$ cat src/rtl/if_id_buffer.sv
// Instruction fetch-to-decode buffer: a small FIFO of fetched {instr, pc} pairs
// delivered to decode over a 4-phase req/ack handshake, with branch flush support.
module if_id_buffer #(
  parameter int unsigned DEPTH = 4,
  parameter int unsigned IW    = 16,
  parameter int unsigned PW    = 8
) (
  input  logic                     clk,
  input  logic                     reset,
  input  logic                     in_valid,
  input  logic [IW-1:0]            in_instr,
  input  logic [PW-1:0]            in_pc,
  output logic                     in_ready,
  input  logic                     flush,
  output logic                     req,
  input  logic                     ack,
  output logic [IW-1:0]            instr_out,
  output logic [PW-1:0]            pc_out,
  output logic                     killed,
  output logic [$clog2(DEPTH):0]   count
);

  localparam int unsigned AW = $clog2(DEPTH);
  localparam int unsigned CW = AW + 1;

  typedef struct packed {
    logic [IW-1:0] instr;
    logic [PW-1:0] pc;
  } entry_t;

  typedef enum logic [1:0] {
    IDLE   = 2'd0,
    REQ_HI = 2'd1,
    REQ_LO = 2'd2
  } state_t;

  entry_t          mem_q [DEPTH];
  logic [AW-1:0]   wr_ptr_q, wr_ptr_d;
  logic [AW-1:0]   rd_ptr_q, rd_ptr_d;
  logic [CW-1:0]   count_q,  count_d;
  state_t          state_q,  state_d;
  logic            req_q,    req_d;
  logic            killed_q, killed_d;
  entry_t          head_q,   head_d;
  logic            push;
  logic            pop;

  // Readiness is derived from the registered count only; reset masks it.
  assign in_ready  = (count_q < CW'(DEPTH)) && !reset;
  assign push      = in_valid && in_ready && !flush;

  assign req       = req_q;
  assign killed    = killed_q;
  assign instr_out = head_q.instr;
  assign pc_out    = head_q.pc;
  assign count     = count_q;

  // Output handshake FSM; a pop is only launched from IDLE with ack low.
  always_comb begin
    state_d  = state_q;
    req_d    = req_q;
    killed_d = killed_q;
    head_d   = head_q;
    pop      = 1'b0;
    case (state_q)
      IDLE: begin
        if ((count_q != '0) && !ack && !flush) begin
          pop      = 1'b1;
          head_d   = mem_q[rd_ptr_q];
          killed_d = 1'b0;
          req_d    = 1'b1;
          state_d  = REQ_HI;
        end
      end
      REQ_HI: begin
        if (ack) begin
          req_d   = 1'b0;
          state_d = REQ_LO;
        end
        if (flush) killed_d = 1'b1;
      end
      REQ_LO: begin
        if (!ack) state_d = IDLE;
        if (flush) killed_d = 1'b1;
      end
      default: begin
        state_d = IDLE;
        req_d   = 1'b0;
      end
    endcase
  end

  // FIFO bookkeeping; flush empties the buffer and rewinds both pointers.
  always_comb begin
    wr_ptr_d = wr_ptr_q;
    rd_ptr_d = rd_ptr_q;
    count_d  = count_q;
    if (flush) begin
      wr_ptr_d = '0;
      rd_ptr_d = '0;
      count_d  = '0;
    end else begin
      if (push) wr_ptr_d = wr_ptr_q + AW'(1);
      if (pop)  rd_ptr_d = rd_ptr_q + AW'(1);
      count_d = count_q + CW'(push) - CW'(pop);
    end
  end

  always_ff @(posedge clk) begin
    if (reset) begin
      state_q  <= IDLE;
      req_q    <= 1'b0;
      killed_q <= 1'b0;
      head_q   <= '0;
      wr_ptr_q <= '0;
      rd_ptr_q <= '0;
      count_q  <= '0;
    end else begin
      state_q  <= state_d;
      req_q    <= req_d;
      killed_q <= killed_d;
      head_q   <= head_d;
      wr_ptr_q <= wr_ptr_d;
      rd_ptr_q <= rd_ptr_d;
      count_q  <= count_d;
    end
  end

  // Storage needs no reset: an entry is only read after it has been written.
  always_ff @(posedge clk) begin
    if (push) mem_q[wr_ptr_q] <= '{instr: in_instr, pc: in_pc};
  end

endmodule
$ cat config.mk
export PLATFORM = sky130hd
export DESIGN_NAME = if_id_buffer
export DESIGN_NICKNAME = d
export VERILOG_FILES = /design/src/rtl/if_id_buffer.sv
export SDC_FILE = /design/constraint.sdc
export NUM_CORES = 1
export LEC_CHECK = 0
export CAP_MARGIN = 20
export CORE_UTILIZATION = 50
export DETAILED_ROUTE_END_ITERATION = 8
export PLACE_DENSITY = 0.76
export SLEW_MARGIN = 25
export SYNTH_ARGS = -nofsm -noshare
export SYNTH_HDL_FRONTEND = slang
export SYNTH_SLANG_ARGS = --single-unit
$ cat constraint.sdc
create_clock -name clk -period 2.84 [get_ports clk]
set_clock_uncertainty 0.15 [all_clocks]
set_input_delay 0.284 -clock clk [delete_from_list [all_inputs] [get_ports clk]]
set_output_delay 0.284 -clock clk [all_outputs]
set_load 0.02 [all_outputs]
==> results.toml, run 1 <==
[run_status]
status = "completed"

[cts]
cts_resized = 0
cts_root_buf = "clkbuf_8"
clock_latency_ps = 520
cts_max_path_buffers = 2
htreeDepth = 4
hold_buffers = 0
tritoncts = "done"
post-cts-setup-buffer-count = 0
cts_buffers = 17
clk_transition_reported_paths_ps = 60
cts_num_sinks = 131

[sta]
rsz0062_at_grt = "no"
timing.final.crit_share_pct = 90.3
hold_viol = 0
layout_min_cycle_time_ps = 2560
tightestPinTransition_ps = 987
finalMaxSlewViolations = 0
final.setup.tns_ps = 0
finalSetupViolCount = 0
maxSlewHeadroom_pct = 34.1
fmax_ghz = 0.390
worst_hold_slack_ps = 249

[placed_design]
hpwl_mm = 5.94
gp_congestion = 0.774
port_buffers = 58

[power_and_ir_drop]
powerDensity_nw_per_um2 = 669
seqPwrFrac_pct = 47.7
clkPwrFrac_pct = 48.5
cellLeakagePower_nw = 2.14
irDropWorstVdd_uv = 469
internal_power_mw = 3.41
swShare_pct = 21.8
pwr-share-comb_pct = 3.8
p_switching_mw = 0.948

[grt]
antenna_found_initial = 0
grt_pass1_vias = 2990
grt_pass1_wl_mm = 15.8
grt_start_max_net_pins = 31
grt_use_total_pct = 21.3
grt-ovfl-total = 0

[worst_setup_path]
critical_path_class = "register to register"
crit_path_start_kind = "register"
crit_required_ps = 3130
crit_arrival_ps = 2860
path_max_fanout = 4
cp-end-kind = "register"

[drt]
antenna_left = 0
routed-via-count = 3024
drc = 0
wl_mm = 10.4
vias_per_cell = 5.60
drt_iter0_markers = 185
routedWlPerCell_microns = 19.2
drt-pass1-iter-count = 4

[yosys]
yosysTopAreaCellShare_pct = 56.5
yosysMostFrequentCell = "edfxtp_1"
synthesis.instances = 322
ys_types = 39
synth.area.top_cells = "edfxtp_1 (57%), dfxtp_1 (14%), mux4_2 (11%), a21oi_1 (2.7%), ha_1 (2.5%)"
seq_area_frac_synth_pct = 70.3
synthTopCellsByCount = "edfxtp_1 (96), dfxtp_1 (35), a21oi_1 (28)"
ys_dominant_reg_cell = "edfxtp_1"
ys_seq_elements = 131
yosys_warnings = 0
synth_top_area_cell = "edfxtp_1"
syn-cell-area_sq_um = 5100
synth.net_count = 362
synth_area_per_cell_sq_um = 15.8
synth_enable_flop_cells = 96
ys_async_sr_fraction_pct = 0

[floorplan]
io_pins = 59
fp.dieW_microns = 103
die_h_microns = 103
start_util_pct = 51.9
rows = 36
dieArea_sq_um = 10600
core-area_sq_um = 9820

[finish]
drive_gt1_share_pct = 20.1
areaGrowthSynthToFinish_pct = 27.9
diodes = 0
nets = 434

[hold_path]
min_path_type = "primary input to register"

[run]
cap_violations = 0
-- power by group through the flow --
stage	Clock, mW	Combinational (mW)	Sequential (mW)
floorplan	0	0.0688	2.12
global placement	0	0.161	2.12
detailed placement	0	0.165	2.12
CTS	2.15	0.166	2.08
global route	2.23	0.179	2.08
finish	2.11	0.166	2.08
-- flip-flops by register name, summed over array words and instances (netlist names) --
name       cells
rd_ptr_q       2
count          3
req            1
pc_out         8
mem_q         96
wr_ptr_q       2
killed         1
state_q        2
instr_out     16
-- kinds of logic after synthesis --
kind of cell / Yosys count / synth area share, %
simple gates: 56 / 5.94
buf+inv: 35 / 2.97
flops: 131 / 70.3
mux: 26 / 11.0
compound gates: 62 / 6.77
xor+xnor: 1 / 0.172
fa+ha+maj: 11 / 2.85
-- per-layer routing --
| layer | share of wire [%] | GRT usage, % | up-vias |
|---|---|---|---|
| met1 | 41 | 26.0 | 1518 |
| met2 | 52 | 35.9 | 95 |
| met5 | 0 | 0 | - |
| met4 | 1.8 | 9.43 | 0 |
| met3 | 5.4 | 5.76 | 19 |
| li1 | - | - | 1392 |
-- cell type report --
class	count	area (sq um)
sequential	131	3580
timing repair buffer	76	753
inverter	12	45.0
multi-input combinational	156	1380
fill	722	3300
tap	133	166
clock inverter	13	140
clock buffer	19	453
-- per-stage QoR --
step                      cell area [sq um]  cells  utilization (%)  power [mW]  worst slack (ps)
after floorplan                        5100    322                -        2.19              24.5
after global placement                 5920    508             60.3        2.28              61.4
after detailed placement               5920    508             60.3        2.28              26.0
after CTS                              6520    540             66.4        4.40               268
after global routing                   6520    540             66.4        4.49              78.0
final                                  6520    540             66.4        4.36               276
-- critical path, cell delays in order (launching register included) --
cell     delay [ps]
dfxtp_1         340
inv_1           110
ha_1            170
or3b_1          360
nor2_1          100
ha_1            230
inv_1            50
ha_1            120
inv_1            40
fa_1            370
xor2_1          160
and2_1          160
nor3_1          120
-- cells in the final DEF (no fill, tap or decap), drive strengths merged, types with 9 or more instances in the layout --
| master | count |
|---|---|
| a21oi | 28 |
| buf | 18 |
| clkbuf | 19 |
| clkdlybuf4s50 | 58 |
| dfxtp | 35 |
| edfxtp | 96 |
| ha | 10 |
| inv | 18 |
| mux4 | 24 |
| nand3 | 25 |
| nor2 | 9 |
| o21ai | 25 |
-- final timing paths --
kind                                               from                     end  slack (ps)  cells past startpoint
worst max-delay path            state_q[1]$_SDFFE_PP0P_     count[2]$_SDFF_PP0_         280                     12
worst min-delay path                        in_instr[5]  mem_q[2][13]$_DFFE_PP_         250                      1
worst max register to register  state_q[1]$_SDFFE_PP0P_     count[2]$_SDFF_PP0_         280                     12
worst min register to register   pc_out[6]$_SDFFE_PP0P_  pc_out[6]$_SDFFE_PP0P_         320                      2
(Power assumes the default switching activity.)
==> run 2, diff against run 1 <==
Settings changed: CTS_CLUSTER_SIZE set to 20.
==> results of run 2 <==
Same layout as run 1: the final DEF is identical, and so are final timing and power.
==> run 3, diff against run 2 <==
Settings changed: CAP_MARGIN 20 to 30.
Clock period 2.84 ns to 2.2 ns, I/O delays scaled along.
==> results.toml, run 3 (same netlist as run 1, synthesis figures left out) <==
[drt]
routed-via-count = 3060
drt_iter0_markers = 169
wl_mm = 10.6
routedWlPerCell_microns = 19.3
drc = 0
vias_per_cell = 5.55
drt-pass1-iter-count = 4
antenna_left = 0

[floorplan]
rows = 36
start_util_pct = 51.9
die_h_microns = 103
io_pins = 59
fp.dieW_microns = 103
dieArea_sq_um = 10600
core-area_sq_um = 9820

[worst_setup_path]
worstReg2RegEnd = "count[2]$_SDFF_PP0_"
crit_arrival_ps = 2710
cp-end-kind = "register"
r2r-start = "state_q[1]$_SDFFE_PP0P_"
reg2reg_depth = 12
r2r_slack_ps = -230
critical_path_class = "register to register"
crit_required_ps = 2490
path_max_fanout = 2
crit_path_start_kind = "register"

[sta]
hold_viol = 0
final.setup.tns_ps = -284
timing.final.crit_share_pct = 110
finalSetupViolCount = 2
finalMaxSlewViolations = 0
tightestPinTransition_ps = 380
rsz0062_at_grt = "yes"
fmax_ghz = 0.412
maxSlewHeadroom_pct = 74.6
worst_hold_slack_ps = 191
layout_setup_ws_ps = -226
layout_min_cycle_time_ps = 2430

[cts]
hold_buffers = 0
clk_transition_reported_paths_ps = 60
cts_root_buf = "clkbuf_8"
clock_latency_ps = 510
cts_max_path_buffers = 2
htreeDepth = 4
cts_num_sinks = 131
cts_buffers = 17
tritoncts = "done"

[finish]
drive_gt1_share_pct = 23.0
regMostFlops = "mem_q"
nets = 445
areaGrowthSynthToFinish_pct = 30.0
mostFrequentLayoutCells = "edfxtp_1 (96), clkdlybuf4s50_1 (58), dfxtp_1 (33)"
mostFrequentLayoutCell = "edfxtp_1"
largest_reg_flops = 96
diodes = 0

[power_and_ir_drop]
pwr-share-comb_pct = 4.2
swShare_pct = 20.0
seqPwrFrac_pct = 48.4
irDropWorstVdd_uv = 640
powerDensity_nw_per_um2 = 837
p_switching_mw = 1.11
cellLeakagePower_nw = 2.18
internal_power_mw = 4.44
clkPwrFrac_pct = 47.4

[run_status]
status = "finished with violations"
violations = "setup timing"

[grt]
grt_use_total_pct = 22.3
grt-ovfl-total = 0
antenna_found_initial = 0
grt_pass1_vias = 3182
grt_pass1_wl_mm = 16.6
grt_start_max_net_pins = 31

[placed_design]
place_ws_ps = -463
port_buffers = 58
gp_congestion = 0.782
hpwl_mm = 6.08

[run]
cap_violations = 0

[hold_path]
min_path_type = "primary input to register"
whs_endpoint = "mem_q[2][8]$_DFFE_PP_"
holdPathStages = 1
min-delay-start = "in_instr[0]"
[run 3: per-layer routing]
layer	share of wire (%)	vias up	global-route usage (%)	routed length [microns]
met2	53	120	37.9	5680
met3	7.1	13	7.73	760
li1	-	1410	-	-
met1	38	1517	26.0	4080
met4	1.1	0	8.88	116
met5	0	-	0	0
[run 3: worst max-delay path by stage]
stage	startpoint	end	slack, ps	cells past startpoint
finish	state_q[1]$_SDFFE_PP0P_	count[2]$_SDFF_PP0_	-230	12
global route	state_q[1]$_SDFFE_PP0P_	count[2]$_SDFF_PP0_	-360	12
CTS	state_q[1]$_SDFFE_PP0P_	count[2]$_SDFF_PP0_	-230	12
detailed placement	flush	count[2]$_SDFF_PP0_	-460	12
global placement	flush	count[2]$_SDFF_PP0_	-400	12
floorplan	state_q[1]$_SDFFE_PP0P_	count[2]$_SDFF_PP0_	-440	14
[run 3: final cells by class]
class	count	area [sq um]
tap	133	166
sequential	131	3590
timing repair buffer	87	873
clock inverter	11	110
multi-input combinational	156	1400
fill	714	3190
clock buffer	21	449
inverter	12	45.0
[run 3: power by group through the flow]
| stage | logic (mW) | registers (mW) | clock network [mW] |
|---|---|---|---|
| 6_report | 0.233 | 2.68 | 2.63 |
| 5_1_grt | 0.250 | 2.68 | 2.78 |
| 4_1_cts | 0.234 | 2.68 | 2.67 |
| 3_5_place_dp | 0.231 | 2.73 | 0 |
| 3_3_place_gp | 0.224 | 2.73 | 0 |
| 2_1_floorplan | 0.0933 | 2.74 | 0 |
[run 3: worst max-delay path: stages, from the launching register on]
cell	delay [ps]
dfxtp_2	320
inv_2	70
ha_4	130
or3b_4	370
nor2_2	90
ha_1	230
inv_1	60
ha_2	150
inv_1	40
fa_2	330
xor2_1	160
and2_1	150
nor3_1	110
[run 3: per-stage QoR]
stage               instance area (sq um)  utilization, %  power [mW]  instances
finish                               6630            67.5        5.55        551
global route                         6630            67.5        5.71        551
CTS                                  6620            67.4        5.59        550
detailed placement                   6050            61.6        2.97        517
global placement                     6050            61.6        2.96        517
floorplan                            5130               -        2.83        322
[run 3: what timing repair did]
action,4_1_cts,5_1_grt
setup buffers,1,1
endpoints found under the setup margin,2,2
gates resized for setup,1,1
